**config.mk**
```make
export PLATFORM = sky130hd
export DESIGN_NAME = uart_rx
export DESIGN_NICKNAME = d
export VERILOG_FILES = /design/src/rtl/uart_pkg.sv /design/src/rtl/sync_2ff.sv /design/src/rtl/uart_rx.sv
export SDC_FILE = /design/constraint.sdc
export NUM_CORES = 1
export LEC_CHECK = 0
export ABC_AREA = 1
export CAP_MARGIN = 20
export CORE_ASPECT_RATIO = 1.75
export CORE_UTILIZATION = 53
export DETAILED_ROUTE_END_ITERATION = 8
export MAX_ROUTING_LAYER = met4
export PLACE_DENSITY = 0.73
export SLEW_MARGIN = 10
export SYNTH_ARGS = -nofsm -noshare
export SYNTH_HDL_FRONTEND = slang
export SYNTH_SLANG_ARGS = --single-unit
```
**constraint.sdc**
```tcl
create_clock -name CLK -period 4 [get_ports CLK]
set_input_delay 0.4 -clock CLK [delete_from_list [all_inputs] [get_ports CLK]]
set_output_delay 0.4 -clock CLK [all_outputs]
set_load 0.01 [all_outputs]
```
**src/rtl/uart_pkg.sv**
```systemverilog
// Shared UART definitions: receiver state encoding and data width.
// Used by both the receiver and the transmitter of the UART path.
package uart_pkg;

  localparam int UART_DATA_W = 8;

  typedef enum logic [2:0] {
    RX_IDLE,
    RX_START,
    RX_DATA,
    RX_PARITY,
    RX_STOP
  } uart_rx_state_t;

endpackage : uart_pkg

```
**src/rtl/sync_2ff.sv**
```systemverilog
// Generic 1-bit two-flop synchronizer. Both flops reset to 1 so an idle-high
// line does not produce a spurious edge when reset is released.
module sync_2ff (
  input  logic clk,
  input  logic rst_n,
  input  logic d,
  output logic q
);

  logic meta_q;
  logic sync_q;

  // Two-stage capture of the asynchronous input.
  // NOTE: sequential state uses non-blocking assignments so every flop samples
  // the pre-edge value of its source, independent of statement order.
  always_ff @(posedge clk or negedge rst_n) begin
    if (!rst_n) begin
      meta_q <= 1'b1;
      sync_q <= 1'b1;
    end else begin
      meta_q <= d;
      sync_q <= meta_q;
    end
  end

  assign q = sync_q;

endmodule : sync_2ff

```
**src/rtl/uart_rx.sv**
```systemverilog
// UART receiver: 1 start, 8 data bits LSB-first, optional parity, 1 stop.
// CLKDIV is the bit period minus one in CLK cycles, latched at frame start.
// Build option: define UART_RX_PARITY_EN to add a parity bit to the frame
// (even parity; additionally define UART_RX_PARITY_ODD for odd parity).
module uart_rx
  import uart_pkg::*;
#(
  parameter int DIV_W = 16
) (
  input  logic                   CLK,
  input  logic                   SRSTN,
  input  logic [DIV_W-1:0]       CLKDIV,
  input  logic                   RX,
  output logic [UART_DATA_W-1:0] DATA,
  output logic                   DONE,
  output logic                   FRAME_ERR,
  output logic                   PARITY_ERR,
  output logic                   BUSY
);

`ifdef UART_RX_PARITY_ODD
  localparam logic PAR_ODD = 1'b1;
`else
  localparam logic PAR_ODD = 1'b0;
`endif

  logic rx_sync;
  logic fall;
  logic cnt_zero;

  uart_rx_state_t          state_q, state_d;
  logic                    rx_prev_q, rx_prev_d;
  logic [DIV_W-1:0]        div_q, div_d;
  logic [DIV_W-1:0]        cnt_q, cnt_d;
  logic [2:0]              idx_q, idx_d;
  logic [UART_DATA_W-1:0]  shift_q, shift_d;
  logic [UART_DATA_W-1:0]  data_q, data_d;
  logic                    done_q, done_d;
  logic                    ferr_q, ferr_d;
`ifdef UART_RX_PARITY_EN
  logic                    perr_q, perr_d;
  logic                    par_bad_q, par_bad_d;
`endif

  sync_2ff u_sync (
    .clk   (CLK),
    .rst_n (SRSTN),
    .d     (RX),
    .q     (rx_sync)
  );

  // Start of frame is a synced-low sample whose predecessor was high.
  assign fall     = rx_prev_q & ~rx_sync;
  assign cnt_zero = (cnt_q == '0);

  // State register and datapath flops; status pulses live for one cycle.
  always_ff @(posedge CLK or negedge SRSTN) begin
    if (!SRSTN) begin
      state_q   <= RX_IDLE;
      rx_prev_q <= 1'b1;
      div_q     <= '0;
      cnt_q     <= '0;
      idx_q     <= '0;
      shift_q   <= '0;
      data_q    <= '0;
      done_q    <= 1'b0;
      ferr_q    <= 1'b0;
`ifdef UART_RX_PARITY_EN
      perr_q    <= 1'b0;
      par_bad_q <= 1'b0;
`endif
    end else begin
      state_q   <= state_d;
      rx_prev_q <= rx_prev_d;
      div_q     <= div_d;
      cnt_q     <= cnt_d;
      idx_q     <= idx_d;
      shift_q   <= shift_d;
      data_q    <= data_d;
      done_q    <= done_d;
      ferr_q    <= ferr_d;
`ifdef UART_RX_PARITY_EN
      perr_q    <= perr_d;
      par_bad_q <= par_bad_d;
`endif
    end
  end

  // Next-state and datapath update: count down to each mid-bit sample point.
  always_comb begin
    // NOTE: every signal gets a default before the case so no path leaves it
    // unassigned, which would otherwise infer a latch.
    state_d   = state_q;
    rx_prev_d = rx_sync;
    div_d     = div_q;
    cnt_d     = cnt_q;
    idx_d     = idx_q;
    shift_d   = shift_q;
    data_d    = data_q;
    done_d    = 1'b0;
    ferr_d    = 1'b0;
`ifdef UART_RX_PARITY_EN
    perr_d    = 1'b0;
    par_bad_d = par_bad_q;
`endif
    case (state_q)
      RX_IDLE: begin
        if (fall) begin
          div_d   = CLKDIV;
          cnt_d   = CLKDIV >> 1;
          state_d = RX_START;
        end
      end
      RX_START: begin
        if (!cnt_zero) begin
          cnt_d = cnt_q - DIV_W'(1);
        end else if (rx_sync) begin
          // Line back high at mid start bit: treat as a glitch.
          state_d = RX_IDLE;
        end else begin
          cnt_d   = div_q;
          idx_d   = '0;
          state_d = RX_DATA;
        end
      end
      RX_DATA: begin
        if (!cnt_zero) begin
          cnt_d = cnt_q - DIV_W'(1);
        end else begin
          shift_d[idx_q] = rx_sync;
          cnt_d          = div_q;
          idx_d          = idx_q + 3'd1;
          if (idx_q == 3'd7) begin
`ifdef UART_RX_PARITY_EN
            state_d = RX_PARITY;
`else
            state_d = RX_STOP;
`endif
          end
        end
      end
`ifdef UART_RX_PARITY_EN
      RX_PARITY: begin
        if (!cnt_zero) begin
          cnt_d = cnt_q - DIV_W'(1);
        end else begin
          par_bad_d = rx_sync ^ (^shift_q) ^ PAR_ODD;
          cnt_d     = div_q;
          state_d   = RX_STOP;
        end
      end
`endif
      RX_STOP: begin
        if (!cnt_zero) begin
          cnt_d = cnt_q - DIV_W'(1);
        end else begin
          data_d  = shift_q;
          state_d = RX_IDLE;
          // A low stop bit reports framing only, even if parity also failed.
          if (!rx_sync) begin
            ferr_d = 1'b1;
`ifdef UART_RX_PARITY_EN
          end else if (par_bad_q) begin
            perr_d = 1'b1;
`endif
          end else begin
            done_d = 1'b1;
          end
        end
      end
      default: state_d = RX_IDLE;
    endcase
  end

  // Outputs: registered status and data, busy decoded from state.
  always_comb begin
    DATA      = data_q;
    DONE      = done_q;
    FRAME_ERR = ferr_q;
`ifdef UART_RX_PARITY_EN
    PARITY_ERR = perr_q;
`else
    PARITY_ERR = 1'b0;
`endif
    BUSY      = (state_q != RX_IDLE);
  end

endmodule : uart_rx

```
# [Word-level counts from Yosys, hierarchy flattened]
# Cells that the tools add are included.
[word_totals] reg_bits=59 input_bits=19 out_inout_bits=12 wordCells=67
[op_classes] n_addsub=2 n_lt_le_gt_ge=2 n_eq_ne=12 muxes=26 bitwise_logic=2 reduce_logical=12
[ops] operator="2-to-1 mux 16 bit" count=5
[ops] operator="case mux 16 bit (4 select lines)" count=1
[ops] operator="2-to-1 mux 3 bit" count=8
[ops] operator="logical NOT 16 bit" count=1
[ops] operator="subtractor 16 x 1 -> 16 bit, second input constant" count=1
[ops] operator="!= test 2 bit, second input constant" count=7
[ops] operator="case mux 3 bit (4 select lines)" count=1
[ops] operator="bitwise mux 8 bit" count=1
[ops] operator="AND reduction 4 bit" count=2
[ops] operator="2-to-1 mux 1 bit" count=7
[ops] operator="equality test 3 bit, second input constant" count=2
[ops] operator="case mux 3 bit (2 select lines)" count=1
[ops] operator="AND reduction 2 bit" count=3
[ops] operator="AND reduction 5 bit" count=1
[ops] operator="< comparator 3 x 4 -> 1 bit, second input constant" count=1
[ops] operator="nonzero test 4 bit" count=1
[ops] operator="adder 3 x 1 -> 3 bit, second input constant" count=1
[ops] operator="demux 1 bit (select 3 bit)" count=1
[ops] operator="equality test 3 x 1 -> 1 bit, second input constant" count=1
[ops] operator="equality test 3 x 2 -> 1 bit, second input constant" count=1
[ops] operator=">= comparator 3 x 1 -> 1 bit, second input constant" count=1
[ops] operator="logical NOT 3 bit" count=1
[ops] operator="!= test 3 bit, second input constant" count=1
[ops] operator="nonzero test 3 bit" count=1
[ops] operator="other kinds (5)" count=5

# [Logic depth before layout (Yosys ltp)]
# Gate-level depths: netlist of the first run.
[logic_depth] depth_word=5 ltp_mapped=13 depth_no_buf=11

# [Cells and area by module]
# Synthesis of the first run repeated with hierarchy kept, for this count alone.
[hier_totals] hier_cells=424 area_unflattened_um2=3278.1
[by_module_without_submodules] module="uart_rx" instances=1 cells_each=422 area_per_inst_um2=3225.6 seq_area_each_um2=1427.6
[by_module_without_submodules] module="sync_2ff" instances=1 cells_each=2 area_per_inst_um2=52.6 seq_area_each_um2=52.6

# [Least setup slack after synthesis of the first run]
# No wires, ideal clock.
[synth_timing] path_kind="register to register" from="register cnt_q[0]" to="register cnt_q[10]" setup_ns=0.116 t_arrival_ns=1.545 t_required_ns=3.884 slack_ns=2.338 path_stages_with_launch=14 path_buffers=2 period_less_slack_ns=1.662 cell_sequence="dfrtp_1 inv_1 ha_1 nand3_1 nor2_1 nand2_2 inv_2 buf_6 nand3_4 inv_2 nor2_4 buf_6 nand2_1 nand2_1"
[synth_between] elab_chain_cells=3 word_cells_on_any_way=9 cone_classes="add/sub: 1; eq/ne: 2; mux: 4; reduce/logical: 2"
[synth_lines] item="from (decl)" line="uart_rx.sv:34" rtl="logic [DIV_W-1:0] cnt_q, cnt_d;"
[synth_lines] item="from (signal assigned)" line="uart_rx.sv:76" rtl="cnt_q <= cnt_d;"
[synth_lines] item="subtractor 16 x 1 -> 16 bit or logical NOT 16 bit (tied branches)"
[synth_lines] item="2-to-1 mux 16 bit, or another cell as far along" line="uart_rx.sv:154" rtl="if (!cnt_zero) begin"
[synth_lines] item="case mux 16 bit (4 select lines) or AND reduction 4 bit (tied branches)"
# Several ways; a longest one is shown, not always the timed one. The select of a mux whose other input is x is not followed.
# A chain may end at the register's enable or synchronous reset.

# [Final worst setup path of the first run]
[layout_timing] from="register cnt_q[0]" to="register cnt_q[14]"
# Same word-level chain as after synthesis.

==> results.yml, run 1 <==
global_route:
  globalRouteOverflowTotal: 0
  grt_pass1_vias: 2816
  grt_max_degree: 60
  grt_pass1_wl_mm: 12.6
  antenna_found_initial: 0
  grt.total_usage_pct: 27.5
cells_and_area:
  nets: 519
  diodes: 0
  regArea_um2: 1480
  multi_input_area_um2: 1530
  final_layout_size_suffix_gt1_share_pct: 8.18
  syn2layout_area_growth_pct: 15.5
  n_fill_cell: 564
placed_design:
  io_buffers: 29
  dpl.hpwl_mm: 5.65
  pre_cts_slack_ns: 1.76
  gp_congestion: 0.906
sta:
  hold_viol_final: 0
  finalClockSkew_ns: 0.00757
  setup_ws_ns: 1.76
  min_period_ns: 2.24
  finalCritPeriodShare_pct: 56.0
  finalSetupViolations: 0
  max_freq_ghz: 0.447
  worstMarginPinSlew_ns: 0.968
  slew_viol_final: 0
  tns_ns: 0
  relSlewSlack_pct: 35.3
  rsz0062_at_grt: "no"
floorplanning:
  die_h_um: 107
  start_util_pct: 55.4
  dieWidth_um: 61.7
  die_area_um2: 6570
  core_um2: 5970
  io_pins: 31
  num_rows: 37
synth:
  avgSynthCellArea_um2: 7.08
  syn_nets: 490
  synth_cell_types: 29
  yosysSeqAreaShare_pct: 44.7
  yosys_warnings: 0
  synth_area_um2: 3310
  synthCells: 467
  ys_seq_elements: 59
routing:
  route.detailed.drc: 0
  dr.pass1.iters: 4
  drtAntennaViolNets: 0
  via_per_inst: 5.04
  route.vias.total: 2920
  routed_wl_mm: 7.76
  drt-initial-drc-count: 208
  wire_per_inst_um: 13.4
run:
  cap_viol_max_count: 0
clock_network:
  clk_pin_slew_ns: 0.06
  post_cts_resize_count: 0
  clk_root_buffer_cell: "clkbuf_8"
  htree_levels: 3
  cts_buffers: 9
  clockBufferDepth: 2
  cts_tree: "yes"
  postCtsHoldBufs: 0
  postCtsSetupBuffers: 0
  clock-sinks: 59
  worst_skew_pair.late_latency_ns: 0.34
setup_path:
  required_ns: 4.28
  rr_worst_depth: 11
  end_kind: "flip-flop"
  critPathMaxFanout: 16
  critPathKind: "flip-flop to flip-flop"
  cp.arrival_ns: 2.52
  start_kind: "flip-flop"
status:
  outcome: "complete, no violations"
pwr:
  leakagePower_uw: 0.00203
  cellPowerDensity_nw_per_um2: 705
  ir_drop_mv: 0.421
worst_hold_path:
  hold_path_class: "primary input to asynchronous set/reset pin"
==> where the power goes <==
group          internal, uW  total, uW  switching (uW)  leakage [uW]
clock                   351        584             233     0.0000968
combinational           400       1190             787       0.00118
sequential              773        923             150      0.000759
==> worst max-delay path, stage by stage, from the launching register on <==
cell     delay [ns]
dfrtp_1        0.40
inv_1          0.10
ha_1           0.23
nand3_1        0.09
nor2_1         0.07
nand2_2        0.12
inv_2          0.12
nand2_1        0.37
nand2_1        0.16
nor2_4         0.36
nand2_1        0.11
nand2_1        0.07
==> sequential cells by signal (all words and copies together) (netlist names), 3 cells and up <==
register,cells
DATA,8
state_q,3
idx_q,3
shift_q,8
div_q,16
cnt_q,16
==> worst paths after layout <==
| kind | start | to | slack, ns |
|---|---|---|---|
| max | cnt_q[0] | cnt_q[14] | 1.76 |
| min | SRSTN | div_q[10] | 0.19 |
| max reg2reg | cnt_q[0] | cnt_q[14] | 1.76 |
| min reg2reg | u_sync.meta_q | u_sync.q | 0.37 |
| max in group asynchronous | SRSTN | cnt_q[13] | 3.32 |
| min in group CLK | u_sync.meta_q | u_sync.q | 0.37 |
==> metal layers <==
| layer | global-route usage, % | share of wire [%] | wire length, um | up-vias |
|---|---|---|---|---|
| li1 | - | - | - | 1483 |
| met1 | 26.3 | 37 | 2880 | 1363 |
| met2 | 47.3 | 55 | 4250 | 50 |
| met3 | 5.84 | 2.5 | 194 | 24 |
| met4 | 17.3 | 5.5 | 427 | 0 |
| met5 | - | 0 | 0 | - |
==> through the flow <==
stage	hold WS, ns	std cells	instance area (um2)	power, uW	util (%)
final	0.192	579	3820	2690	64.0
after global routing	0.290	579	3820	2930	64.0
after detailed placement	0.365	563	3610	2120	60.5
after CTS	0.231	579	3820	2710	64.0
after global placement	0.365	563	3610	2080	60.5
after floorplan	0.104	467	3310	1850	-
==> area by class of cell <==
type	instances	share of cell area [%]
multi-input cells	340	40.0
flip-flops and latches	59	38.7
repair buffers	30	7.66
inverters	56	5.50
clock buffers	12	3.54
well taps	78	2.55
clock inverters	4	1.96
==> cell families after synthesis <==
logic type	Yosys count	synth area share, %
AO/OA/AOI/OAI	29	4.50
XOR/XNOR	7	1.85
AND/OR/NAND/NOR	297	37.6
other	1	0.113
multiplexers	2	0.681
flip-flops	59	44.7
buffers and inverters	68	9.00
adder cells (fa/ha/maj)	4	1.51
==> synth_stat cells (all sizes together) <==
library cell  count  share of area, %
ha                4               1.5
conb              1              0.11
xor2              5               1.3
clkbuf            2              0.23
a21oi             1              0.15
xnor2             2              0.53
a31oi             2              0.38
inv              56               6.4
dfstp             3               2.4
nor3              1              0.15
buf              10               2.4
nor2             78               9.6
nand2           179                21
or2               1              0.19
o21ai            25               3.8
mux2              2              0.68
nand3b            4              0.91
o22ai             1              0.19
dfrtp            56                42
nand3            34               6.1
==> layout by cell type (no fill, tap or decap), drive strengths merged <==
cell           instances
nor3                   1
clkdlybuf4s50         28
xnor2                  2
buf                    2
inv                   56
ha                     4
or2                    1
nor2                  78
clkbuf                12
nand3                 34
a31oi                  2
a21oi                  1
bufinv                 2
o21ai                 25
clkinvlp               2
mux2                   2
conb                   1
o22ai                  1
nand2                179
dfstp                  3
nand3b                 4
xor2                   5
dfrtp                 56
(Power assumes the default switching activity.)
==> inputs of run 2 (changes only) <==
==> constraint.sdc (replaced) <==
create_clock -name CLK -period 2.3 [get_ports CLK]
set_input_delay 0.23 -clock CLK [delete_from_list [all_inputs] [get_ports CLK]]
set_output_delay 0.23 -clock CLK [all_outputs]
set_load 0.01 [all_outputs]
==> run 2 against run 1 <==
  * Flip-flop and latch count stayed put
  * Clock power is 78% higher
  * Hold slack better by 0.088 ns
  * Die area stayed put
  * Cell count is 0.69% higher
  * Cell area is 1.3% higher
  * Clock skew hardly changed
  * Critical endpoint is now cnt_q[7]
  * Largest power group unchanged
  * Highest routed layer unchanged
==> results.yml, run 2 (same netlist as run 1, synthesis figures left out) <==
sta:
  rsz0062_at_grt: "no"
  slew_viol_final: 0
  relSlewSlack_pct: 62.3
  min_period_ns: 2.02
  finalCritPeriodShare_pct: 87.7
  max_freq_ghz: 0.496
  finalClockSkew_ns: 0.00751
  finalSetupViolations: 0
  tns_ns: 0
  worstMarginPinSlew_ns: 0.564
  hold_viol_final: 0
clock_network:
  clk_root_buffer_cell: "clkbuf_8"
  cts_tree: "yes"
  postCtsSetupBuffers: 0
  clockBufferDepth: 2
  htree_levels: 3
  clk_pin_slew_ns: 0.07
  cts_buffers: 9
  worst_skew_pair.late_latency_ns: 0.35
  clock-sinks: 59
pwr:
  p_sw_share_pct: 43.6
  p_seq_share_pct: 33.8
  cellPowerDensity_nw_per_um2: 1230
  clock_power_share_pct: 21.9
  ir_drop_mv: 0.715
  combPwrFrac_pct: 44.3
  leakagePower_uw: 0.00206
  p_int_uw: 2680
  power.switching_uw: 2070
cells_and_area:
  top_regs: "cnt_q: 16 flops, div_q: 16 flops"
  syn2layout_area_growth_pct: 17.1
  nets: 523
  final_common_cell: "nand2_1"
  n_fill_cell: 555
  final_layout_size_suffix_gt1_share_pct: 9.11
  final_util_pct: 64.8
  diodes: 0
  layout_common_cells: "nand2_1, nor2_1, dfrtp_1, inv_1, nand3_1"
global_route:
  grt_pass1_vias: 2909
  grt_max_degree: 60
  globalRouteOverflowTotal: 0
  grt_pass1_wl_mm: 12.7
  antenna_found_initial: 0
  grt.total_usage_pct: 27.6
floorplanning:
  num_rows: 37
  die_h_um: 107
  die_area_um2: 6570
  dieWidth_um: 61.7
  core_um2: 5970
  start_util_pct: 55.4
  io_pins: 31
setup_path:
  start_kind: "flip-flop"
  required_ns: 2.58
  cp.arrival_ns: 2.30
  critPathKind: "flip-flop to flip-flop"
  worstReg2RegStart: "cnt_q[0]"
  worstPathCellList: "inv_1 -> ha_1 -> nand3_1 -> nor2_1 -> nand2_2 -> inv_2 -> nand2_1 -> nand2_1 -> nor2_4 -> nand2_1 -> nand2_1"
  critPathMaxFanout: 16
  critPathMaxStageDelay_ns: 0.38
  end_kind: "flip-flop"
  r2r_end: "cnt_q[7]"
  crit_path_top_delay_cell: "dfrtp_1"
  rr_worst_depth: 11
  cp_common_cell: "nand2_1"
  rrSetupSlack_ns: 0.28
routing:
  routed_wl_mm: 7.73
  route.detailed.drc: 0
  wire_per_inst_um: 13.3
  dr.pass1.iters: 4
  via_per_inst: 5.09
  drt-initial-drc-count: 161
  route.vias.total: 2965
  drtAntennaViolNets: 0
placed_design:
  dpl.hpwl_mm: 5.66
  gp_congestion: 0.891
  io_buffers: 29
status:
  outcome: "complete, no violations"
worst_hold_path:
  hold_path_class: "primary input to flip-flop"
  min_path_cells: 1
  min-delay-start: "RX"
  min_to: "u_sync.meta_q"
run:
  cap_viol_max_count: 0
==> run 2: cell count changes in the layout (fill, tap and decap cells not counted) <==
cell | before | now
buf_4 | 1 | 3
clkbuf_1 | 3 | 1
buf_12 | 0 | 1
clkinv_2 | 0 | 1
dlygate4sd3_1 | 0 | 1
inv_6 | 0 | 1
==> run 2: worst max-delay path by stage <==
stage / startpoint / to / slack, ns / cells after the start
global placement: cnt_q[0] / cnt_q[3] / 0.37 / 11
global route: cnt_q[0] / cnt_q[9] / 0.05 / 11
finish: cnt_q[0] / cnt_q[7] / 0.28 / 11
detailed placement: cnt_q[0] / cnt_q[13] / 0.27 / 11
CTS: cnt_q[0] / cnt_q[7] / 0.27 / 11
floorplan: cnt_q[0] / cnt_q[10] / 0.64 / 13
==> run 2: timing repair <==
| action | CTS | global route |
|---|---|---|
| endpoints found under the hold margin | 56 | 0 |
| resized for setup | 0 | 0 |
| hold buffers | 1 | 0 |
==> run 2: final cells by class <==
type / count / area [um2] / share of cell area [%]
timing repair buffer: 34 / 338 / 8.72
clock inverter: 6 / 88.8 / 2.29
tap: 78 / 97.6 / 2.52
multi-input combinational: 340 / 1530 / 39.5
clock buffer: 10 / 128 / 3.30
inverter: 56 / 210 / 5.43
sequential: 59 / 1480 / 38.2
==> run 2: metrics by stage <==
step / hold WS, ns / area (um2) / setup WS, ns / total power (uW) / instances
3_5_place_dp: 0.262 / 3650 / 0.273 / 3720 / 566
6_report: 0.281 / 3870 / 0.282 / 4740 / 583
3_3_place_gp: 0.264 / 3650 / 0.373 / 3670 / 566
4_1_cts: 0.275 / 3870 / 0.266 / 4770 / 583
2_1_floorplan: -0.0656 / 3310 / 0.638 / 3230 / 467
5_1_grt: 0.265 / 3870 / 0.0475 / 5150 / 583
==> run 2: worst max-delay path: cells and delay by family (launching register included) <==
| family | cells | cell delay, ns |
|---|---|---|
| buf+inv | 2 | 0.18 |
| fa+ha+maj | 1 | 0.23 |
| simple gates | 8 | 1.17 |
| flops | 1 | 0.38 |
==> run 2: power groups by stage <==
stage,combinational (uW),sequential [uW],clock [uW]
3_3_place_gp,2060,1610,0
6_report,2100,1600,1040
2_1_floorplan,1680,1540,0
5_1_grt,2410,1640,1100
4_1_cts,2120,1600,1050
3_5_place_dp,2110,1610,0
==> run 2: metal layers <==
metal / global-route usage (%) / vias up / part of all wire [%]
met5: - / - / 0
met4: 17.3 / 0 / 4.6
met3: 6.45 / 33 / 3.5
met2: 48.2 / 65 / 56
met1: 25.3 / 1377 / 36
li1: - / 1490 / -
==> inputs of run 3 (changes only) <==
--- a/config.mk
+++ b/config.mk
@@ -8,8 +8,10 @@
 export ABC_AREA = 1
 export CAP_MARGIN = 20
 export CORE_ASPECT_RATIO = 1.75
+export CORE_MARGIN = 8
 export CORE_UTILIZATION = 53
 export DETAILED_ROUTE_END_ITERATION = 8
+export HOLD_SLACK_MARGIN = 0.15
 export MAX_ROUTING_LAYER = met4
 export PLACE_DENSITY = 0.73
 export SLEW_MARGIN = 10
==> run 3 against run 2 <==
  * First-iteration DRC count fell by 24%
  * Combinational power fell by 2%
  * Cell area fell by 0.39%
  * Sequential power barely moved
  * Critical path type unchanged
==> results.yml, run 3 (same netlist as run 1, synthesis figures left out) <==
sta:
  rsz0062_at_grt: "no"
  relSlewSlack_pct: 58.8
  finalCritPeriodShare_pct: 85.5
  slew_viol_final: 0
  hold_ws_ns: 0.287
  finalClockSkew_ns: 0.00451
  min_period_ns: 1.97
  worstMarginPinSlew_ns: 0.618
  tns_ns: 0
  hold_viol_final: 0
  finalSetupViolations: 0
  max_freq_ghz: 0.509
setup_path:
  worstReg2RegStart: "cnt_q[0]"
  worstPathCellList: "inv_1 -> ha_1 -> nand3_1 -> nor2_1 -> nand3_1 -> nor2_1 -> nor2_1 -> nand2_1 -> nand2_1 -> nand2_1"
  critPathMaxStageDelay_ns: 0.44
  critPathKind: "flip-flop to flip-flop"
  r2r_end: "cnt_q[5]"
  end_kind: "flip-flop"
  required_ns: 2.59
  critPathMaxFanout: 13
  cp.arrival_ns: 2.25
  rr_worst_depth: 10
  crit_end: "cnt_q[5]"
  startpoint: "cnt_q[0]"
  crit_path_top_delay_cell: "nand3_1"
  rrSetupSlack_ns: 0.33
  start_kind: "flip-flop"
floorplanning:
  num_rows: 38
  io_pins: 31
  die_area_um2: 9130
  die_h_um: 121
  core_um2: 6130
  dieWidth_um: 75.7
  start_util_pct: 53.9
status:
  outcome: "complete, no violations"
cells_and_area:
  final_common_cell: "nand2_1"
  diodes: 0
  layout_common_cells: "nand2_1, nor2_1, dfrtp_1, inv_1, nand3_1"
  nets: 522
  syn2layout_area_growth_pct: 16.6
  top_regs: "cnt_q: 16 flops, div_q: 16 flops"
  final_util_pct: 62.9
  n_fill_cell: 568
  fin_cells: 584
  final_layout_size_suffix_gt1_share_pct: 8.53
pwr:
  leakagePower_uw: 0.00206
  ir_drop_mv: 0.664
  cellPowerDensity_nw_per_um2: 1210
worst_hold_path:
  hold_path_class: "primary input to flip-flop"
clock_network:
  clk_root_buffer_cell: "clkbuf_8"
  postCtsSetupBuffers: 0
  clk_pin_slew_ns: 0.06
  worst_skew_pair.late_latency_ns: 0.35
  cts_tree: "yes"
  post_cts_resize_count: 0
  clock-sinks: 59
  cts_buffers: 9
  htree_levels: 3
  clockBufferDepth: 2
global_route:
  gr-max-usage-layer: "met2"
  globalRouteOverflowTotal: 0
  met2_usage_pct: 34.5
  grt_max_degree: 35
  grt.met3_usage_pct: 5.56
  antenna_found_initial: 0
  grt_util_met1_pct: 19.9
  grt_pass1_vias: 3125
  grt_pass1_wl_mm: 13.7
  grt.total_usage_pct: 20.3
routing:
  route.vias.total: 2919
  dr.pass1.iters: 4
  route.detailed.drc: 0
  via_per_inst: 5.00
  routed_wl_mm: 7.81
  drt-initial-drc-count: 123
  drtAntennaViolNets: 0
  wire_per_inst_um: 13.4
run:
  cap_viol_max_count: 0
placed_design:
  gp_congestion: 0.906
  placed_cells: 567
  dpl.hpwl_mm: 5.83
  io_buffers: 29
[run 3: per-layer routing]
| metal | part of all wire [%] | vias up |
|---|---|---|
| met2 | 56 | 54 |
| met4 | 3.4 | 0 |
| met3 | 3.7 | 21 |
| met1 | 37 | 1363 |
| li1 | - | 1481 |
| met5 | 0 | - |
[run 3: area by class of cell]
cell class	count	area, um2	area share (%)
flip-flops and latches	59	1480	38.4
repair buffers	33	330	8.56
inverters	56	210	5.45
clock inverters	1	30.0	0.778
clock buffers	15	176	4.57
well taps	80	100	2.59
multi-input cells	340	1530	39.7
[run 3: report_power, final]
part / total, uW / switching (uW) / leakage, uW / internal [uW]
sequential: 1610 / 265 / 0.000759 / 1340
combinational: 2060 / 1360 / 0.00119 / 702
clock: 984 / 393 / 0.000104 / 591
total: 4650 / 2020 / 0.00206 / 2640
[run 3: repair_timing]
action / in CTS / in global routing
hold buffers: 1 / 0
endpoints found under the setup margin: 0 / 0
endpoints found under the hold margin: 22 / 0
[run 3: stage by stage]
stage               cell area [um2]  setup slack [ns]  power [uW]
global placement               3640             0.325        3630
global route                   3860            0.0391        5100
CTS                            3860             0.284        4710
detailed placement             3640             0.301        3710
floorplan                      3310             0.638        3230
finish                         3860             0.334        4650
[run 3: worst max-delay path, delay by kind of cell (launching register included)]
kind,cells,cell delay (ns)
DFF,1,0.40
buffers and inverters,1,0.11
adders and majority gates,1,0.19
and+or+nand+nor,8,1.20
[run 3: worst min path at each step]
| stage | startpoint | slack, ns | to | cells past startpoint |
|---|---|---|---|---|
| CTS | RX | 0.27 | u_sync.meta_q | 1 |
| global route | RX | 0.27 | u_sync.meta_q | 1 |
| finish | RX | 0.29 | u_sync.meta_q | 1 |
| global placement | SRSTN | 0.26 | div_q[9] | 1 |
| detailed placement | SRSTN | 0.27 | div_q[8] | 1 |
| floorplan | SRSTN | -0.07 | DATA[0] | 0 |
